[config.mk]
export PLATFORM = sky130hd
export DESIGN_NAME = tone_gen
export DESIGN_NICKNAME = d
export VERILOG_FILES = /design/src/rtl/chip8_audio_pkg.sv /design/src/rtl/tone_wave_shape.sv /design/src/rtl/tone_gen.sv
export SDC_FILE = /design/constraint.sdc
export NUM_CORES = 1
export LEC_CHECK = 0
export ABC_AREA = 1
export BUFFER_PORTS_ARGS = -buffer_cell sky130_fd_sc_hd__buf_4
export CORE_MARGIN = 2
export CORE_UTILIZATION = 63
export DETAILED_ROUTE_END_ITERATION = 16
export PLACE_DENSITY = 0.81
export SLEW_MARGIN = 20
export SYNTH_ARGS = -nofsm -noshare
export SYNTH_HDL_FRONTEND = slang
export SYNTH_SLANG_ARGS = --single-unit
[constraint.sdc]
create_clock -name clk_in -period 3.8 [get_ports clk_in]
set_input_delay 0.76 -clock clk_in [delete_from_list [all_inputs] [get_ports clk_in]]
set_output_delay 0.76 -clock clk_in [all_outputs]
set_load 0.1 [all_outputs]
[src/rtl/chip8_audio_pkg.sv]
// Shared audio definitions for the CHIP-8 audio path (config_state and tone_gen).
package chip8_audio_pkg;

  localparam int unsigned PWM_BITS = 8;
  localparam int unsigned VOL_W    = 3;
  localparam int unsigned TIMBRE_W = 2;
  localparam int unsigned PROD_W   = PWM_BITS + VOL_W;

  localparam logic [31:0] PHASE_INC_LO_DEF = 32'd4837980;
  localparam logic [31:0] PHASE_INC_HI_DEF = 32'd9675959;

  typedef enum logic [TIMBRE_W-1:0] {
    TIMBRE_SQUARE  = 2'd0,
    TIMBRE_PULSE25 = 2'd1,
    TIMBRE_SAW     = 2'd2,
    TIMBRE_TRI     = 2'd3
  } timbre_e;

endpackage

[src/rtl/tone_wave_shape.sv]
// Combinational waveform lookup from the phase top byte, followed by the volume scaler.
module tone_wave_shape
  import chip8_audio_pkg::*;
(
  input  logic [TIMBRE_W-1:0] timbre,
  input  logic [PWM_BITS-1:0] p,
  input  logic [VOL_W-1:0]    vol,
  output logic [PWM_BITS-1:0] level_c
);

  logic [PWM_BITS-1:0] wave;
  logic [PROD_W-1:0]   product;

  always_comb begin
    wave = '0;
    case (timbre_e'(timbre))
      TIMBRE_SQUARE:  wave = p[PWM_BITS-1] ? '0 : '1;
      TIMBRE_PULSE25: wave = (p[PWM_BITS-1 -: 2] == 2'b00) ? '1 : '0;
      TIMBRE_SAW:     wave = p;
      TIMBRE_TRI:     wave = p[PWM_BITS-1] ? ~{p[PWM_BITS-2:0], 1'b0}
                                           :  {p[PWM_BITS-2:0], 1'b0};
      default:        wave = '0;
    endcase
  end

  // Keep the top byte of the 11-bit product: wave * vol / 8.
  always_comb begin
    product = PROD_W'(wave) * PROD_W'(vol);
    level_c = product[PROD_W-1 -: PWM_BITS];
  end

endmodule

[src/rtl/tone_gen.sv]
// Phase-accumulator tone generator driving an 8-bit PWM audio output.
module tone_gen
  import chip8_audio_pkg::*;
#(
  parameter int unsigned          PHASE_W      = 32,
  parameter logic [PHASE_W-1:0]   PHASE_INC_LO = PHASE_W'(PHASE_INC_LO_DEF),
  parameter logic [PHASE_W-1:0]   PHASE_INC_HI = PHASE_W'(PHASE_INC_HI_DEF)
) (
  input  logic                clk_in,
  input  logic                rst_in,
  input  logic                sound_on_in,
  input  logic [1:0]          timbre_in,
  input  logic                pitch_in,
  input  logic [2:0]          vol_in,
  output logic                pwm_out,
  output logic                audio_en_out,
  output logic [7:0]          level_out,
  output logic                sample_tick_out
);

  logic [PWM_BITS-1:0] pwm_cnt;
  logic [PHASE_W-1:0]  phase_q;
  logic [PWM_BITS-1:0] level_q;
  logic [PWM_BITS-1:0] scaled_c;
  logic [PHASE_W-1:0]  phase_inc_c;
  logic                wrap_c;

  assign wrap_c      = (pwm_cnt == '1);
  assign phase_inc_c = pitch_in ? PHASE_INC_HI : PHASE_INC_LO;

  tone_wave_shape u_wave_shape (
    .timbre  (timbre_in),
    .p       (phase_q[PHASE_W-1 -: PWM_BITS]),
    .vol     (vol_in),
    .level_c (scaled_c)
  );

  // Config inputs only take effect on the wrap edge so a period never changes mid-flight.
  always_ff @(posedge clk_in) begin
    if (rst_in) begin
      pwm_cnt         <= '0;
      phase_q         <= '0;
      level_q         <= '0;
      pwm_out         <= 1'b0;
      audio_en_out    <= 1'b0;
      sample_tick_out <= 1'b0;
    end else begin
      pwm_cnt         <= pwm_cnt + PWM_BITS'(1);
      pwm_out         <= (pwm_cnt < level_q);
      sample_tick_out <= wrap_c;
      if (wrap_c) begin
        audio_en_out <= sound_on_in;
        if (sound_on_in) begin
          phase_q <= phase_q + phase_inc_c;
          level_q <= scaled_c;
        end else begin
          phase_q <= '0;
          level_q <= '0;
        end
      end
    end
  end

  assign level_out = level_q;

endmodule
## Word-level counts from Yosys, hierarchy flattened

Cells that the tools add are included.

| word-level totals | value |
|---|---|
| register bits after elaboration | 51 |
| bits of input ports | 9 |
| output and inout bits | 11 |

| cells by class | value |
|---|---|
| add/sub/neg operators | 2 |
| multipliers | 1 |
| $lt $le $gt $ge | 1 |
| equal/unequal tests | 4 |
| muxes and demuxes | 7 |
| bitwise logic cells | 1 |
| reductions and logical operators | 2 |

Operators with widths:

| kind | number |
|---|---|
| 32-bit by 24-bit adder with 32-bit output | 1 |
| 32-bit two-way mux | 1 |
| 8-bit two-way mux | 4 |
| 8-bit case mux with 4 select lines | 1 |
| 24-bit two-way mux | 1 |
| 8-bit by 3-bit multiplier with 11-bit output | 1 |
| 8-bit by 1-bit adder with 8-bit output, second input constant | 1 |
| 8-bit equality test, second input constant | 1 |
| 8-bit less-than comparator | 1 |
| 8-bit NOT | 1 |
| 2-bit equality test, second input constant | 2 |
| 2-bit zero test | 2 |
| 2-bit by 1-bit equality test with 1-bit output, second input constant | 1 |

## Logic depth before layout (Yosys ltp)

Gate-level depths: netlist of the first run.

| depth | value |
|---|---|
| word-level depth | 5 |
| mapped depth | 23 |

## Cells and area by module

Synthesis of the first run repeated with hierarchy kept, for this count alone.

| second synthesis, totals | value |
|---|---|
| cells, all modules | 801 |
| area total of the unflattened synthesis | 4707.0 µm² |

By module, submodules not included:

| module | instances | cells each | area each (µm²) | seq. area each (µm²) |
|---|---|---|---|---|
| tone_gen | 1 | 643 | 3812.4 | 1021.0 |
| tone_wave_shape | 1 | 158 | 894.6 | 0.0 |

## Worst setup path after synthesis of the first run

No wires, ideal clock.

| timing path | value |
|---|---|
| path type | input port to flip-flop |
| from | input port timbre_in[0] |
| to | register level_q[7], in the netlist level_out[7] |
| setup time | 0.132 ns |
| arrival | 3.194 ns |
| path slack | 0.473 ns |
| cell stages on the path | 20 |
| path buffers | 1 |
| cell sequence | buf_4 > nand2_1 > nand2_1 > inv_1 > a21oi_1 > a21oi_1 > nand2_1 > fa_1 > inv_1 > fa_1 > nand3_1 > nand3_1 > nand2_1 > nand2_1 > a21oi_1 > nor2_1 > nor2_1 > nor2_1 > o21ai_1 > a21oi_1 |

| on the way | value |
|---|---|
| longest elaborated chain between the ends | 4 |
| elaborated cells between the ends (all ways) | 7 |
| those cells by class | mul (1); eq/ne (3); mux (2); reduce/logical (1) |

Ends and longest elaborated chain:

| item | RTL line | text |
|---|---|---|
| start: declaration | tone_gen.sv:12 | `input logic [1:0] timbre_in,` |
| 2-bit equality test, or another cell as far along | tone_wave_shape.sv:16 | `case (timbre_e'(timbre))` |
| 8-bit case mux with 4 select lines (*) | tone_wave_shape.sv:16 |  |
| 8-bit by 3-bit multiplier with 11-bit output (*) | tone_wave_shape.sv:28 | `product = PROD_W'(wave) * PROD_W'(vol);` |
| 8-bit two-way mux (*) | tone_gen.sv:53 | `if (sound_on_in) begin` |
| end signal: assignment | tone_gen.sv:55 | `level_q <= scaled_c;` |
| end: declaration | tone_gen.sv:23 | `logic [PWM_BITS-1:0] level_q;` |

Mark *: on every way between the ends. The rest lies on a longest branch, timed or not.
A chain may end at the register's enable or synchronous reset.

## Worst setup path after layout of the first run

| timing path | value |
|---|---|
| from | register phase_q[31] |
| to | register level_q[7], in the netlist level_out[7] |

| on the way | value |
|---|---|
| longest elaborated chain between the ends | 5 |
| elaborated cells between the ends (all ways) | 7 |
| those cells by class | mul (1); mux (5); reduce/logical (1) |

Ends and longest elaborated chain:

| item | RTL line | text |
|---|---|---|
| start: declaration | tone_gen.sv:22 | `logic [PHASE_W-1:0] phase_q;` |
| start signal: assignment | tone_gen.sv:54 | `phase_q <= phase_q + phase_inc_c;` |
| 2-bit zero test | tone_wave_shape.sv:18 | `TIMBRE_PULSE25: wave = (p[PWM_BITS-1 -: 2] == 2'b00) ? '1 : '0;` |
| 8-bit two-way mux | tone_wave_shape.sv:18 |  |
| 8-bit case mux with 4 select lines (*) | tone_wave_shape.sv:16 |  |
| 8-bit by 3-bit multiplier with 11-bit output (*) | tone_wave_shape.sv:28 |  |
| 8-bit two-way mux (*) | tone_gen.sv:53 |  |

Marked as above.

==> metrics.txt, run 1 <==
CTS tree done; Slew Limit Fails 0; port buffer count 19; total power 1.04 mW; core area 0.00646 mm²; average wire per standard cell 13.8 µm; largest net degree at the start of global routing 33; P_leak 2.02 nW; Setup violations, final 0; crit path launch type flip-flop; global route overflow 0; clk_lat worst skew 0.31 ns; number of max-cap violations 0; CP Class flip-flop to flip-flop; DR iter-0 viols 339; CTS hold repair buffers 0; P_sw 310 µW; minimum clock period 3.43 ns; setup TNS 0 ns; Final period util 90.4%; synthesized netlist cell count 671; R2R setup slack 0.37 ns; Clock Skew 0.00791 ns; largest area contributor in the netlist dfxtp_1; number of synthesized flops with an enable pin 0; Vias/cell 5.74; initial antenna violation count 0; Hold Fails Final Rpt 0; Final #Nets 733; Worst-path clk slew 0.10 ns; starting density of the core 66.1%; top_reg_cell synth dfxtp_1; Worst Tran Pin Value 0.677 ns; asr flop ratio synth 0%; postcts setup bufs 0; vias after detailed routing 4371; Clock power frac 31.0%; Total GRT Usage 29.3%; flop and latch count out of synthesis 51; ratio of cells with drive above 1 in the final layout 7.60%; post-synth top area share 23.9%; mean post-synth cell area 6.36 µm²; routability congestion estimate 0.988; CTS Root Cell clkbuf_8; I/O pin cnt 20; Yosys warning count 0; switching portion of total power 29.9%; post-synthesis cell area 0.00427 mm²; die area 0.00745 mm²; Die Span Y 86.3 µm; clock sink total 51; required time worst endpoint 4.00 ns; Rel. slew slack 54.8%; Layout fillers 590; Final Util 70.2%; RSZ-0062 raised after global routing false; Synth Net Count 721; Yosys cell types 42; DRC viols 0; WP data arrival 3.63 ns; CP Capture Type flip-flop; first-pass GRT wire length 17.9 mm; First-pass DRT Iterations 6; Min Hold Slack 0.475 ns; critical-path maximum fanout 13; Site Rows 29; PD cells 229 mW/mm²; Comb pwr share 16.9%; top post-synthesis cells by area dfxtp_1, nand2_1, ha_1; Pint 727 µW; HP Class flip-flop to flip-flop; DP HPWL 8.12 mm; clock buffer depth 2; diode count 0; Layout Area Growth over Synthesis 6.19%; vias in the first global route 3997; TritonCTS Buffers 5; H-Tree Depth 2; Die X 86.3 µm; outcome finished, final reports clean; Max VDD drop 0.000134 V; Post-DRT Antenna Nets 0; Seq/Total Area, Yosys 23.9%; Flop pwr share 52.1%; Post-Route WL 10.5 mm; fmax 291 MHz
[worst paths after layout]
check | from | cells after the start | endpoint
setup reg to reg | phase_q[31] | 22 | level_out[7]
hold / removal | phase_q[12] | 2 | phase_q[12]
hold reg to reg | phase_q[12] | 2 | phase_q[12]
setup / recovery | phase_q[31] | 22 | level_out[7]
[cells in the mapped netlist (5+ instances only)]
| cell type | instances |
|---|---|
| a21oi_1 | 72 |
| buf_2 | 7 |
| clkbuf_1 | 5 |
| dfxtp_1 | 51 |
| fa_1 | 8 |
| ha_1 | 33 |
| inv_1 | 91 |
| nand2_1 | 167 |
| nand3_1 | 57 |
| nand4_1 | 13 |
| nor2_1 | 68 |
| nor3_1 | 11 |
| o21ai_0 | 22 |
| o21ai_1 | 6 |
| o21bai_1 | 5 |
| or2_2 | 7 |
| xor2_1 | 5 |
[sequential cells by signal, indices dropped and copies added, names as in the netlist]
signal / flops
audio_en_out: 1
level_out: 8
phase_q: 32
pwm_cnt: 8
pwm_out: 1
sample_tick_out: 1
[critical path: stages (launching register included)]
cell and delay [ns]:
dfxtp_2 0.40, inv_1 0.19, ha_1 0.19, inv_1 0.04, nand2_1 0.07, nand2_1 0.12
inv_1 0.12, a21oi_1 0.06, a21oi_2 0.17, nand2_1 0.09, fa_1 0.48, inv_1 0.07
fa_1 0.46, nand3_1 0.11, nand3_1 0.07, nand2_1 0.07, nand2_1 0.06, a21oi_1 0.16
nor2_1 0.07, nor2_1 0.09, nor2_1 0.05, o21ai_1 0.12, a21oi_1 0.07
[kinds of logic after synthesis]
logic type	Yosys count	share of synthesized area (%)
simple gates	337	34.6
fa+ha+maj	41	13.4
xor+xnor	6	1.23
compound gates	126	16.7
flops	51	23.9
buf+inv	110	10.1
[power groups by stage]
stage	logic, mW	clock network [mW]	registers (mW)
after detailed placement	0.173	0	0.553
final	0.175	0.322	0.540
after global placement	0.167	0	0.553
after CTS	0.174	0.332	0.540
after global routing	0.199	0.353	0.541
after floorplan	0.124	0	0.560
[through the flow]
step           setup WS, ns  cell area, µm²  cells
2_1_floorplan         0.473            4270    671
3_3_place_gp          0.278            4440    753
3_5_place_dp          0.193            4440    753
4_1_cts               0.217            4530    761
5_1_grt             0.00704            4530    761
6_report              0.365            4530    761
[repair_timing]
action / 4_1_cts / 5_1_grt
endpoints found under the setup margin: 0 / 3
resized for setup: 0 / 2
endpoints found under the hold margin: 0 / 0
[placed cells by master (no fill, tap or decap), types with 3 or more instances in the layout]
master    instances
nor2_1           68
or2_2             7
xor2_1            5
fa_1              8
nand2_1         167
clkbuf_8          5
o211ai_1          3
inv_1            91
nand3b_1          3
inv_2             4
nor3_1           11
nand4_1          13
a21oi_1          71
o21bai_1          5
o21ai_1           6
nand3_1          57
dfxtp_1          50
ha_1             33
buf_4            20
o21ai_0          22
a31oi_1           4
o21a_1            4
[routing by layer]
layer  part of all wire [%]  up-vias  routed length [µm]  track usage, %
met5                      0        -                   0               0
met4                    1.5        0                 162            6.82
met3                    6.2       16                 653            4.00
met2                     46      139                4850            49.4
met1                     46     1995                4860            40.2
li1                       -     2221                   -               -
[area by class of cell]
type	count	area, µm²	share of cell area (%)
multi-input cells	510	2820	62.2
clock inverters	3	20.0	0.442
repair buffers	20	150	3.31
well taps	77	96.3	2.13
clock buffers	5	68.8	1.52
flip-flops and latches	51	1020	22.6
inverters	95	357	7.87
Note: power is estimated with default switching activity, not from simulation.
==> run 2, diff against run 1 <==
- CORE_ASPECT_RATIO: not set -> 1.1
- SYNTH_HIERARCHICAL: not set -> 1
==> run 2 against run 1 <==
  * Cell count rose by 19%
  * Via count grew 11%
  * Area after synthesis rose by 10%
  * Sequential share of layout area is 2.2 points lower
  * Worst hold slack got worse by 0.0034 ns
  * Combinational power rose by 13%
  * Highest routed layer unchanged
  * Worst setup slack worse by 0.10 ns
  * Sequential power barely moved
==> metrics.txt, run 2 <==
synth cell count leaders nand2_1, inv_1, nor2_1, nand3_1, a21oi_1; worst setup margin 0.265 ns; Most common cell on crit path nand2_1; largest net degree at the start of global routing 33; vias in the first global route 4531; crit path launch type flip-flop; Yosys warning count 6; Setup WS pre-CTS -0.0627 ns; core area 0.00735 mm²; Seq/Total Area, Yosys 21.7%; count leader, synth nand2_1; clk_lat worst skew 0.32 ns; DP HPWL 9.23 mm; Max stage delay on crit path 0.49 ns; CP Buf/Inv Count 4; Hold Fails Final Rpt 0; vias after detailed routing 4863; worst-path cell chain inv_1 -> ha_1 -> inv_1 -> nand2_1 -> a21oi_1 -> nand2_2 -> nand3_2 -> inv_1 -> fa_1 -> nand2_1 -> nand3b_1 -> nor2_2 -> inv_1 -> fa_1 -> o21ai_1 -> nand2_1 -> nand2_1 -> nand2_1 -> a21boi_1 -> nor2_1 -> o21bai_1 -> nand2_1 -> a21oi_1; placed cell area 0.00491 mm²; synthesized netlist cell count 801; CP Capture Type flip-flop; number of max-cap violations 0; CTS hold repair buffers 0; outcome finished, final reports clean; Max VDD drop 0.000177 V; Vias/cell 5.36; most frequent cells in the layout nand2_1, inv_1, nor2_1, nand3_1, a21oi_1; top post-synthesis cells by area nand2_1, dfxtp_1, inv_1; CP top delay family adder cells; HP Class flip-flop to flip-flop; Site Rows 33; DR iter-0 viols 287; top_reg_cell synth dfxtp_1; first-pass GRT wire length 19.9 mm; Rel. slew slack 59.1%; Clock Skew 0.00790 ns; P_leak 2.63 nW; initial antenna violation count 0; largest area contributor in the netlist nand2_1; H-Tree Depth 2; Final period util 93.0%; RSZ-0062 raised after global routing false; Setup violations, final 0; WP data arrival 3.79 ns; Slew Limit Fails 0; CTS tree done; most common cell after layout, fill and taps aside nand2_1; port buffer count 19; Final Cell Area 0.00501 mm²; Final #Nets 869; TritonCTS Buffers 5; fmax 283 MHz; routability congestion estimate 0.934; critical-path maximum fanout 4; Die X 86.4 µm; Reg with most FFs phase_q; Post-Route WL 11.8 mm; post-synthesis cell area 0.00471 mm²; Layout Area Growth over Synthesis 6.41%; die area 0.00818 mm²; Post-DRT Antenna Nets 0; ratio of cells with drive above 1 in the final layout 8.05%; flop and latch count out of synthesis 51; Yosys cell types 40; asr flop ratio synth 0%; diode count 0; clock sink total 51; minimum clock period 3.53 ns; clock buffer depth 2; global route overflow 0; number of synthesized flops with an enable pin 0; Largest register FFs 32; PD cells 218 mW/mm²; Slowest-stage cell, CP fa_1; mean post-synth cell area 5.88 µm²; starting density of the core 64.0%; Final Util 68.1%; Die Span Y 94.7 µm; Total GRT Usage 30.2%; post-synth top area share 21.9%; DRC viols 0; Worst Tran Pin Value 0.612 ns; required time worst endpoint 4.06 ns; Layout fillers 703; I/O pin cnt 20; setup TNS 0 ns; CTS Root Cell clkbuf_8; Worst-path clk slew 0.11 ns; CP Class flip-flop to flip-flop; Synth Net Count 851; First-pass DRT Iterations 5; average wire per standard cell 13.0 µm
## run 2: cell type report
type / count / area [µm²] / share of cell area (%)
Multi-Input combinational cell: 597 / 3080 / 61.5
Sequential cell: 51 / 1020 / 20.4
Inverter: 142 / 541 / 10.8
Timing Repair Buffer: 22 / 165 / 3.30
Tap cell: 87 / 109 / 2.17
Clock buffer: 5 / 68.8 / 1.37
Clock inverter: 3 / 26.3 / 0.525
## run 2: final timing paths
check / depth (start not counted) / endpoint / from / slack, ns
worst max-delay path: 23 / level_out[7] / phase_q[30] / 0.27
worst max register to register: 23 / level_out[7] / phase_q[30] / 0.27
worst min-delay path: 1 / pwm_cnt[0] / pwm_cnt[0] / 0.47
worst min register to register: 1 / pwm_cnt[0] / pwm_cnt[0] / 0.47
## run 2: report_power, final
group	switching [mW]	total [mW]	internal, mW
Clock	0.218	0.355	0.136
Combinational	0.127	0.197	0.0702
Sequential	0.00268	0.541	0.538
## run 2: logic make-up after synthesis
group / count (synthesis) / synth area share, %
XOR/XNOR: 6 / 1.12
adder cells (fa/ha/maj): 41 / 12.2
AO/OA/AOI/OAI: 90 / 10.6
buffers and inverters: 153 / 13.0
flip-flops: 51 / 21.7
AND/OR/NAND/NOR: 460 / 41.4
## run 2: stage by stage
step / power, mW / hold slack (ns) / std cells
floorplan: 0.694 / 0.427 / 801
CTS: 1.10 / 0.476 / 907
detailed placement: 0.747 / 0.448 / 899
global route: 1.14 / 0.498 / 907
global placement: 0.740 / 0.443 / 899
finish: 1.09 / 0.472 / 907
## run 2: what timing repair did
item / in CTS / in global routing
endpoints found under the setup margin: 0 / 2
setup buffers: 0 / 0
endpoints found under the hold margin: 0 / 0
gates resized for setup: 0 / 3
## run 2: layer usage
metal  up-vias  routed length [µm]  GRT usage, %
met2       120                5650          52.3
met1      2181                5280          37.6
met4         0                 408          12.6
met3        27                 483          3.93
met5         -                   0             0
li1       2535                   -             -
==> run 3, diff against run 2 <==
- CORE_UTILIZATION: 63 -> 65
- CTS_BUF_LIST: not set -> sky130_fd_sc_hd__clkbuf_4 sky130_fd_sc_hd__clkbuf_8
- PLACE_DENSITY: 0.81 -> 0.83
==> run 3 against run 2 <==
  * Critical path depth stayed put
  * Non-clock buffer count is 1 lower
  * Sequential power hardly changed
  * Sequential cell count stayed put
  * Critical path type unchanged
  * Count of clock-buffer cells in the layout stayed put
  * Core utilization is 3.3 points higher
  * Register-to-register slack better by 0.08 ns
  * Die area is 2.9% lower
==> metrics.txt, run 3 (synthesis gave the netlist of run 2 again) <==
largest net degree at the start of global routing 33; HP Class flip-flop to flip-flop; Site Rows 32; HP Start phase_q[10]; Hold Fails Final Rpt 0; Setup violations, final 0; starting density of the core 67.2%; Post-DRT Antenna Nets 0; diode count 0; worst reg2reg path endpoint level_out[7]; Die Span Y 93.3 µm; Slowest-stage cell, CP fa_1; Vias/cell 5.49; initial antenna violation count 0; Slew Limit Fails 0; H-Tree Depth 2; average wire per standard cell 12.6 µm; hold path depth 2; number of max-cap violations 0; Worst-path clk slew 0.11 ns; Reg with most FFs phase_q; die area 0.00794 mm²; First-pass DRT Iterations 5; DRC viols 0; required time worst endpoint 4.07 ns; clock sink total 51; PD cells 218 mW/mm²; WHS Endpoint phase_q[10]; Final period util 90.9%; clk_lat worst skew 0.33 ns; Largest register FFs 32; DP HPWL 8.96 mm; CTS tree done; Post-Layout Cell Count 904; Most common cell on crit path nand2_1; R2R depth 23; CTS hold repair buffers 0; TritonCTS Buffers 5; post-CTS sizing 0; Final #Nets 868; DR iter-0 viols 376; RSZ-0062 raised after global routing false; vias in the first global route 4571; reg2reg start phase_q[30]; most frequent cells in the layout nand2_1, inv_1, nor2_1, nand3_1, a21oi_1; CP Capture Type flip-flop; WP data arrival 3.72 ns; Total GRT Usage 29.4%; outcome finished, final reports clean; crit path launch type flip-flop; first-pass GRT wire length 19.4 mm; Die X 85.1 µm; Final Util 71.5%; fmax 290 MHz; Worst Tran Pin Value 0.614 ns; ratio of cells with drive above 1 in the final layout 8.30%; CP Class flip-flop to flip-flop; worst-path cell chain inv_1 -> ha_1 -> inv_1 -> nand2_1 -> a21oi_1 -> nand2_2 -> nand3_2 -> inv_1 -> fa_1 -> nand2_1 -> nand3b_1 -> nor2_2 -> inv_1 -> fa_1 -> o21ai_2 -> nand2_1 -> nand2_1 -> nand2_1 -> a21boi_2 -> nor2_1 -> o21bai_1 -> nand2_1 -> a21oi_1; Layout Area Growth over Synthesis 6.38%; I/O pin cnt 20; vias after detailed routing 4964; Post-Route WL 11.4 mm; Max stage delay on crit path 0.50 ns; CTS Root Cell clkbuf_8; port buffer count 19; routability congestion estimate 0.984; critical-path maximum fanout 4; most common cell after layout, fill and taps aside nand2_1; minimum clock period 3.45 ns; R2R setup slack 0.35 ns; postcts setup bufs 0; global route overflow 0; Clock Skew 0.0166 ns; Rel. slew slack 59.0%; P_leak 2.62 nW; DP Cell Count 896; Max VDD drop 0.000170 V; clock buffer depth 2; core area 0.00701 mm²
run 3: changes by cell type in the layout (fill, tap and decap cells not counted):
cell,previous run,this run
buf_4,22,21
o21ai_2,2,3
dfxtp_1,51,50
a21boi_1,1,0
o21ai_1,2,1
a21boi_2,0,1
dfxtp_2,0,1
run 3: cell type report:
cell class	instances	area [µm²]
fill	640	2000
clock buffer	5	68.8
sequential	51	1020
tap	85	106
clock inverter	3	26.3
inverter	142	541
timing repair buffer	21	158
multi-input combinational	597	3090
run 3: worst max path at each step:
stage	cells after the start	endpoint	slack [ns]	from
5_1_grt	23	level_out[7]	0.02	phase_q[30]
3_5_place_dp	20	level_out[7]	-0.07	timbre_in[0]
3_3_place_gp	21	level_out[7]	0.08	timbre_in[0]
2_1_floorplan	20	level_out[7]	0.38	timbre_in[0]
6_report	23	level_out[7]	0.35	phase_q[30]
4_1_cts	23	level_out[7]	0.17	phase_q[30]
run 3: where the power goes:
group	total, mW	switching (mW)	internal, mW
clock	0.356	0.220	0.136
sequential	0.541	0.00265	0.538
combinational	0.197	0.126	0.0707
run 3: metal layers:
layer	track usage [%]	up-vias	part of all wire (%)
met4	8.73	0	2.0
met1	35.0	2282	43
met2	54.8	126	51
met5	0	-	0
met3	3.35	22	4.3
li1	-	2534	-
run 3: critical path: cells and delay by family, from the launching register on:
kind,cells,cell delay [ns]
adders and majority gates,3,1.11
and+or+nand+nor,11,0.93
AOI/OAI and AO/OA,5,0.75
DFF,1,0.36
buffers and inverters,4,0.25
run 3: per-stage QoR:
stage               setup TNS [ns]  cell area (µm²)  setup slack (ns)  hold WS, ns  power, mW
floorplan                        0             4710             0.384        0.427      0.694
global placement                 0             4900            0.0842        0.444      0.737
detailed placement         -0.0669             4900           -0.0669        0.457      0.745
CTS                              0             5000             0.171        0.483       1.09
global route                     0             5010            0.0188        0.498       1.13
finish                           0             5010             0.347        0.479       1.09
